<file path="src/rtl/decoder2_to_4_seq.sv">
// Registered 2-to-4 one-hot decoder with a programmable hold time and a symbol counter.
// Latency: a code accepted at edge k drives out from edge k to edge k+HOLD_CYCLES.
// Backpressure: in_ready is low while a hold is in progress, during reset and during flush.
module decoder2_to_4_seq #(
  parameter int HOLD_CYCLES = 4,
  parameter int CNT_W       = 8
) (
  input  logic             clk,
  input  logic             rst_n,
  input  logic             flush,
  input  logic             in_valid,
  output logic             in_ready,
  input  logic [1:0]       in_code,
  output logic [3:0]       out,
  output logic             out_valid,
  output logic [CNT_W-1:0] sym_cnt
);

  // Reject illegal parameterisations at elaboration time.
  generate
    if (HOLD_CYCLES < 1 || HOLD_CYCLES > 255) begin : g_bad_hold
      $error("decoder2_to_4_seq: HOLD_CYCLES must be in 1..255");
    end
    if (CNT_W < 1) begin : g_bad_cnt
      $error("decoder2_to_4_seq: CNT_W must be at least 1");
    end
  endgenerate

  typedef enum logic {
    IDLE = 1'b0,
    HOLD = 1'b1
  } state_t;

  // The hold counter reloads with HOLD_CYCLES-1 because the accepting edge
  // itself already counts as the first cycle of the hold.
  localparam logic [7:0] HOLD_RELOAD = 8'(HOLD_CYCLES - 1);

  state_t           state_q, state_d;
  logic [7:0]       hold_q, hold_d;
  logic [3:0]       out_d;
  logic             out_valid_d;
  logic [CNT_W-1:0] sym_cnt_d;
  logic             accept;

  // Ready depends only on state and the control inputs, never on in_valid.
  always_comb begin
    in_ready = rst_n && !flush && ((state_q == IDLE) || (hold_q == 8'd0));
    accept   = in_valid && in_ready;
  end

  // Next-state and next-output logic; flush outranks accept, accept outranks hold expiry.
  always_comb begin
    state_d     = state_q;
    hold_d      = hold_q;
    out_d       = out;
    out_valid_d = out_valid;
    sym_cnt_d   = sym_cnt;
    if (flush) begin
      state_d     = IDLE;
      hold_d      = 8'd0;
      out_d       = 4'b0000;
      out_valid_d = 1'b0;
    end else if (accept) begin
      // Back-to-back accepts land here too, so out switches with no zero cycle.
      state_d     = HOLD;
      hold_d      = HOLD_RELOAD;
      out_d       = 4'b0001 << in_code;
      out_valid_d = 1'b1;
      sym_cnt_d   = sym_cnt + CNT_W'(1);
    end else if (state_q == HOLD) begin
      if (hold_q != 8'd0) begin
        hold_d = hold_q - 8'd1;
      end else begin
        state_d     = IDLE;
        out_d       = 4'b0000;
        out_valid_d = 1'b0;
      end
    end
  end

  // State and output registers with synchronous active-low reset.
  always_ff @(posedge clk) begin
    if (!rst_n) begin
      state_q   <= IDLE;
      hold_q    <= 8'd0;
      out       <= 4'b0000;
      out_valid <= 1'b0;
      sym_cnt   <= '0;
    end else begin
      state_q   <= state_d;
      hold_q    <= hold_d;
      out       <= out_d;
      out_valid <= out_valid_d;
      sym_cnt   <= sym_cnt_d;
    end
  end

endmodule

</file>
<file path="config.mk">
export PLATFORM = sky130hd
export DESIGN_NAME = decoder2_to_4_seq
export DESIGN_NICKNAME = d
export VERILOG_FILES = /design/src/rtl/decoder2_to_4_seq.sv
export SDC_FILE = /design/constraint.sdc
export NUM_CORES = 1
export LEC_CHECK = 0
export CAP_MARGIN = 20
export CORE_MARGIN = 2
export CORE_UTILIZATION = 49
export CTS_CLUSTER_DIAMETER = 200
export CTS_CLUSTER_SIZE = 40
export DETAILED_ROUTE_END_ITERATION = 8
export HOLD_SLACK_MARGIN = 0.12
export PLACE_DENSITY = 0.84
export SYNTH_ARGS = -nofsm -noshare
export SYNTH_HDL_FRONTEND = slang
export SYNTH_SLANG_ARGS = --single-unit
</file>
<file path="constraint.sdc">
create_clock -name clk -period 1.8 [get_ports clk]
set_input_delay 0.36 -clock clk [delete_from_list [all_inputs] [get_ports clk]]
set_output_delay 0.36 -clock clk [all_outputs]
set_load 0.005 [all_outputs]
</file>
==> results.sh, run 1 <==
export IMPL_port_buffer_count=19
export IMPL_synth_top_area_cell="dfxtp_1"
export IMPL_internal_power_uw=813.5
export IMPL_switchingPower_uw=241.7
export IMPL_synthCells=122
export IMPL_yosysMostFrequentCell="dfxtp_1"
export IMPL_dp_cells=183
export IMPL_worstSetupStartpoint="hold_q[1]"
export IMPL_min_period_over_period_pct=99.22
export IMPL_coreArea_mm2=0.002212
export IMPL_total_power_uw=1055
export IMPL_start_kind="flip-flop"
export IMPL_cp_max_fo=3
export IMPL_p_leak_uw=0.0006003
export IMPL_holdWs_ns=0.4673
export IMPL_drc=0
export IMPL_cp_arrival_ns=1.99
export IMPL_finalSetupViolCount=0
export IMPL_nFillCells=151
export IMPL_dieArea_mm2=0.002736
export IMPL_multiInputGateArea_um2=709.4
export IMPL_fin_cells=191
export IMPL_avgSynthCellArea_um2=9.374
export IMPL_hold_end="out_valid"
export IMPL_nets=173
export IMPL_antenna_cells=0
export IMPL_cp_slowest_cell="or3_4"
export IMPL_postCtsHoldBufs=0
export IMPL_root_buffer="clkbuf_4"
export IMPL_yosysSeqAreaShare_pct=38.51
export IMPL_slew_headroom_pct=63.29
export IMPL_yosysTopAreaCellShare_pct=38.51
export IMPL_first_pass_iters=4
export IMPL_antenna_found_initial=0
export IMPL_worstPathCellList="buf_4 > or3_4 > or3_4 > and4_4 > a311o_1"
export IMPL_overflow=0
export IMPL_grt_usage_pct=23.28
export IMPL_synth_area_mm2=0.001144
export IMPL_vdd_drop_max_mv=0.5838
export IMPL_drt_wl_total_um=3057
export IMPL_wl_per_cell_um=16.01
export IMPL_min_from="out_valid"
export IMPL_pwr_share_seq_pct=48.1
export IMPL_die_h_um=52.31
export IMPL_start_util_pct=51.70
export IMPL_rows=17
export IMPL_grt_pass1_vias=1132
export IMPL_ys_warn_count=0
export IMPL_critPathTopFamily="simple AND/OR/NAND/NOR gates"
export IMPL_seq_area_um2=442.9
export IMPL_via_per_inst=5.958
export IMPL_syn_to_final_growth_pct=43.11
export IMPL_die_x_um=52.31
export IMPL_path_class="flip-flop to flip-flop"
export IMPL_cp_common_cell="or3_4"
export IMPL_endpoint_kind="flip-flop"
export IMPL_hp_class="flip-flop to flip-flop"
export IMPL_clk_pin_slew_ns=0.13
export IMPL_htree_levels=1
export IMPL_path_buf_inv=1
export IMPL_first_iter_violations=37
export IMPL_ios=20
export IMPL_r2r_start="hold_q[1]"
export IMPL_ys_types=42
export IMPL_grt_pass1_wl_um=4788
export IMPL_r2r_setup_slack_ns=0.01
export IMPL_critPathRequiredTime_ns=2.01
export IMPL_outcome="finished, final reports clean"
export IMPL_rr_endpoint="hold_q[5]"
export IMPL_cts_tree="done"
export IMPL_skew_ns=0.007901
export IMPL_ys_async_sr_fraction_pct=0
export IMPL_final_max_slew_viol_count=0
export IMPL_synthTopCellsByCount="dfxtp_1 (22), nand2_1 (14), mux2i_1 (9), nand4_1 (5), nor2_1 (5)"
export IMPL_ys_seq_elements=22
export IMPL_vias=1138
export IMPL_p_comb_share_pct=15.8
export IMPL_grt_max_degree=14
export IMPL_synth_edff_count=0
export IMPL_max_freq_ghz=0.5599
export IMPL_drive_above_1_share_pct=31.29
export IMPL_ys_flop_type="dfxtp_1"
export IMPL_syn_num_nets=131
export IMPL_min_path_cells=1
export IMPL_power_switching_share_pct=22.91
export IMPL_drt_antenna_violating_nets=0
export IMPL_ff2ff_path_depth=5
export IMPL_rsz0062_at_grt="true"
export IMPL_tightest_slew_ns=0.5481
export IMPL_worst_path_largest_cell_delay_ns=0.40
export IMPL_synthTopCellsByArea="dfxtp_1 (39%), mux2i_1 (7.9%), nand2_1 (4.6%)"
export IMPL_hold_viol=0
export IMPL_cts_buffer_depth=2
export IMPL_powerDensity_mw_per_mm2=644.8
export IMPL_cts_inserted_buffers=3
export IMPL_drv_cap=0
export IMPL_clkPwrFrac_pct=36.1
export IMPL_hpwlAfterDp_um=2121
export IMPL_clock_sinks=22
export IMPL_place_congestion=0.8932
export IMPL_clk_latency_ns=0.31
export IMPL_min_period_ns=1.786
==> timing repair <==
action                                  CTS  global route
setup buffers                             2             2
endpoints found under the setup margin   10             8
cloned                                    0             0
resized for setup                        15             5
pin swaps                                 3             9
==> power groups by stage <==
| stage | Clock [uW] | Combinational, uW | Sequential [uW] |
|---|---|---|---|
| final | 381 | 167 | 508 |
| after floorplan | 0 | 72.3 | 517 |
| after global placement | 0 | 141 | 516 |
| after detailed placement | 0 | 147 | 517 |
| after CTS | 380 | 158 | 507 |
| after global routing | 412 | 180 | 509 |
==> final cells by class <==
type                       count  share of cell area [%]
clock inverter                 1                   1.835
clock buffer                   3                   1.376
tap                           28                   2.141
inverter                       4                  0.9174
timing repair buffer          43                   23.32
sequential                    22                   27.06
multi-input combinational     90                   43.35
==> worst max path at each step <==
stage                            end  cells after the start
after floorplan           sym_cnt[7]                      7
after global placement      in_ready                      4
after detailed placement  sym_cnt[7]                      6
after CTS                  hold_q[5]                      5
after global routing        in_ready                      6
final                      hold_q[5]                      5
==> state kept, by name, indices dropped and copies added, names as in the netlist <==
signal     cells
sym_cnt        8
out            4
hold_q         8
state_q        1
out_valid      1
==> cells by family after synthesis <==
group,count (synthesis),synth area share (%)
AOI/OAI and AO/OA,22,14.88
adders and majority gates,3,3.283
buffers and inverters,10,4.376
DFF,22,38.51
muxes,9,7.878
and+or+nand+nor,56,31.07
==> placed cells by master (no fill, tap or decap), types with 2 or more instances in the layout <==
| cell | n |
|---|---|
| or4_4 | 3 |
| nand2b_1 | 4 |
| inv_2 | 2 |
| a21oi_1 | 2 |
| o31ai_1 | 3 |
| nand3_1 | 2 |
| buf_4 | 22 |
| or4_1 | 2 |
| or3_4 | 2 |
| nor3_1 | 4 |
| nor4_2 | 3 |
| o21ai_0 | 3 |
| ha_1 | 2 |
| nand4_1 | 5 |
| a311o_1 | 2 |
| a21boi_1 | 3 |
| nor2_1 | 5 |
| nor4b_4 | 2 |
| nor4_1 | 2 |
| dfxtp_2 | 2 |
| nand2_1 | 14 |
| clkbuf_4 | 3 |
| dfxtp_1 | 20 |
| inv_1 | 2 |
| clkdlybuf4s50_1 | 18 |
| mux2i_1 | 9 |
==> layer usage <==
| metal | global-route usage (%) | routed length [um] |
|---|---|---|
| met5 | 0 | 0 |
| met4 | 7.692 | 89 |
| met3 | 3.429 | 74 |
| met1 | 26.92 | 1281 |
| met2 | 43.13 | 1613 |
==> stage by stage <==
stage	util (%)	setup TNS [ns]	cell area (um^2)	setup slack, ns
finish	73.98	0	1637	0.01409
global route	73.98	-0.07350	1637	-0.05327
floorplan	-	0	1144	0.1683
CTS	72.00	0	1593	0.004130
global placement	67.65	-0.2481	1496	-0.07889
detailed placement	67.65	-0.9017	1496	-0.1291
No activity file was read; power rests on OpenSTA's default activity.
==> run 2, diff against run 1 <==
--- a/config.mk
+++ b/config.mk
@@ -7,12 +7,13 @@
 export LEC_CHECK = 0
 export CAP_MARGIN = 20
 export CORE_MARGIN = 2
-export CORE_UTILIZATION = 49
+export CORE_UTILIZATION = 40
 export CTS_CLUSTER_DIAMETER = 200
 export CTS_CLUSTER_SIZE = 40
 export DETAILED_ROUTE_END_ITERATION = 8
 export HOLD_SLACK_MARGIN = 0.12
-export PLACE_DENSITY = 0.84
+export PLACE_DENSITY = 0.72
+export SETUP_SLACK_MARGIN = 0.3
 export SYNTH_ARGS = -nofsm -noshare
 export SYNTH_HDL_FRONTEND = slang
 export SYNTH_SLANG_ARGS = --single-unit
==> run 2 against run 1 <==
  * Sequential power is 0.8% lower
  * Sequential share of layout area is 3.0 points lower
  * Clock skew is 0.0051 ns lower
  * Combinational power is 37% higher
  * First-iteration DRC count is 14% higher
  * Utilization is 2.9 points lower
  * Die area is 21% higher
  * Clock power is 24% lower
  * Register-to-register slack better by 0.03 ns
  * Non-clock buffer count is 22 higher
  * Total power is 3.3% lower
  * Critical path type unchanged
  * Largest cell class unchanged
==> results.sh, run 2 (same netlist as run 1, synthesis figures left out) <==
export IMPL_outcome="finished, final reports clean"
export IMPL_min_period_over_period_pct=97.71
export IMPL_hp_class="flip-flop to flip-flop"
export IMPL_grt_pass1_wl_um=5554
export IMPL_p_leak_uw=0.0008075
export IMPL_worst_path_largest_cell_delay_ns=0.55
export IMPL_finalSetupViolCount=0
export IMPL_tightest_slew_ns=0.3192
export IMPL_hold_end="out_valid"
export IMPL_drt_antenna_violating_nets=0
export IMPL_cp_arrival_ns=1.98
export IMPL_pwr_share_seq_pct=49.4
export IMPL_fin_area_mm2=0.001943
export IMPL_drive_above_1_share_pct=54.01
export IMPL_skew_ns=0.002827
export IMPL_cp_max_fo=4
export IMPL_switchingPower_uw=275.5
export IMPL_r2r_setup_slack_ns=0.04
export IMPL_die_x_um=57.47
export IMPL_coreArea_mm2=0.002734
export IMPL_start_kind="flip-flop"
export IMPL_clk_pin_slew_ns=0.13
export IMPL_wl_per_cell_um=16.41
export IMPL_rr_endpoint="hold_q[7]"
export IMPL_total_power_uw=1020
export IMPL_rows=19
export IMPL_r2r_start="hold_q[2]"
export IMPL_clock_sinks=22
export IMPL_endpoint_kind="flip-flop"
export IMPL_postLayoutCoreUtil_pct=71.08
export IMPL_slew_headroom_pct=78.69
export IMPL_grt_usage_pct=21.52
export IMPL_nets=197
export IMPL_die_h_um=57.47
export IMPL_cp_slowest_cell="or4_4"
export IMPL_syn_to_final_growth_pct=69.91
export IMPL_multiInputGateArea_um2=835.8
export IMPL_vdd_drop_max_mv=0.4033
export IMPL_drc=0
export IMPL_min_path_cells=1
export IMPL_path_class="flip-flop to flip-flop"
export IMPL_first_pass_iters=4
export IMPL_ios=20
export IMPL_dieArea_mm2=0.003303
export IMPL_fin_setup_tns_ns=0
export IMPL_worstPathCellList="buf_6 > or4_4 > nor4_4 > nor3_1 > a311o_1"
export IMPL_start_util_pct=41.83
export IMPL_grt_pass1_vias=1237
export IMPL_port_buffer_count=19
export IMPL_min_period_ns=1.759
export IMPL_cts_inserted_buffers=3
export IMPL_first_iter_violations=42
export IMPL_cts_buffer_depth=2
export IMPL_holdWs_ns=0.4547
export IMPL_min_from="out_valid"
export IMPL_postCtsHoldBufs=0
export IMPL_final_common_cell="buf_4"
export IMPL_nFillCells=211
export IMPL_grt_max_degree=13
export IMPL_final_max_slew_viol_count=0
export IMPL_drv_cap=0
export IMPL_vias=1254
export IMPL_power_switching_share_pct=27.01
export IMPL_internal_power_uw=744.6
export IMPL_p_comb_share_pct=22.3
export IMPL_cts_tree="done"
export IMPL_reg_top3="hold_q (8), sym_cnt (8), out (4)"
export IMPL_hold_viol=0
export IMPL_ff2ff_path_depth=5
export IMPL_critPathRequiredTime_ns=2.02
export IMPL_final_cell_mix="buf_4 (39), nand2_1 (13), dfxtp_2 (13), dlygate4sd2_1 (13), mux2i_1 (9)"
export IMPL_powerDensity_mw_per_mm2=525.0
export IMPL_via_per_inst=5.752
export IMPL_root_buffer="clkbuf_4"
export IMPL_clkPwrFrac_pct=28.2
export IMPL_seq_area_um2=467.9
export IMPL_hpwlAfterDp_um=2071
export IMPL_drt_wl_total_um=3577
export IMPL_antenna_cells=0
export IMPL_rsz0062_at_grt="true"
export IMPL_htree_levels=1
export IMPL_clk_latency_ns=0.32
export IMPL_antenna_found_initial=0
export IMPL_place_congestion=0.8068
export IMPL_overflow=0
export IMPL_max_freq_ghz=0.5686
export IMPL_place_area_mm2=0.001530
[run 2: power by group through the flow]
stage	Combinational (uW)	Clock, uW	Sequential, uW
2_1_floorplan	76.8	0	517
3_3_place_gp	145	0	517
3_5_place_dp	150	0	517
4_1_cts	194	288	503
5_1_grt	243	314	506
6_report	228	288	504
[run 2: repair_timing]
item / 4_1_cts / 5_1_grt
buffers inserted: 19 / 6
pin swaps: 12 / 10
endpoints found under the setup margin: 36 / 23
resized for setup: 53 / 16
gates cloned: 2 / 0
[run 2: how the worst max path moves through the flow]
stage | startpoint | end | cells after the start
after floorplan | hold_q[1] | hold_q[5] | 4
after global placement | flush | in_ready | 4
after detailed placement | flush | in_ready | 4
after CTS | hold_q[2] | hold_q[5] | 5
after global routing | hold_q[0] | in_ready | 6
final | hold_q[2] | hold_q[7] | 5
[run 2: per-layer routing]
metal / wire length [um] / GRT usage [%]
met3: 147 / 2.948
met5: 0 / 0
met2: 1875 / 38.80
met1: 1469 / 25.84
met4: 85 / 7.641
[run 2: stage by stage]
| stage | std cells | worst slack [ns] |
|---|---|---|
| after floorplan | 122 | 0.1934 |
| after global placement | 187 | -0.1097 |
| after detailed placement | 187 | -0.1311 |
| after CTS | 212 | 0.03804 |
| after global routing | 218 | -0.06275 |
| final | 218 | 0.04116 |
[run 2: area by class of cell]
cell class                 instances  share of cell area [%]
sequential                        22                   24.08
tap                               31                   1.996
timing repair buffer              65                   28.27
multi-input combinational         92                   43.01
clock buffer                       4                   1.867
inverter                           4                  0.7727
[run 2: worst max-delay path, delay by kind of cell (launching register included)]
family / cells / cell delay (ns)
AND/OR/NAND/NOR: 3 / 0.82
flip-flops: 1 / 0.38
buffers and inverters: 1 / 0.11
AO/OA/AOI/OAI: 1 / 0.33
==> run 3, diff against run 2 <==
--- a/config.mk
+++ b/config.mk
@@ -9,7 +9,7 @@
 export CORE_MARGIN = 2
 export CORE_UTILIZATION = 40
 export CTS_CLUSTER_DIAMETER = 200
-export CTS_CLUSTER_SIZE = 40
+export CTS_CLUSTER_SIZE = 8
 export DETAILED_ROUTE_END_ITERATION = 8
 export HOLD_SLACK_MARGIN = 0.12
 export PLACE_DENSITY = 0.72
==> results of run 3 <==
No change in the layout: final DEF, timing and power equal those of run 2.
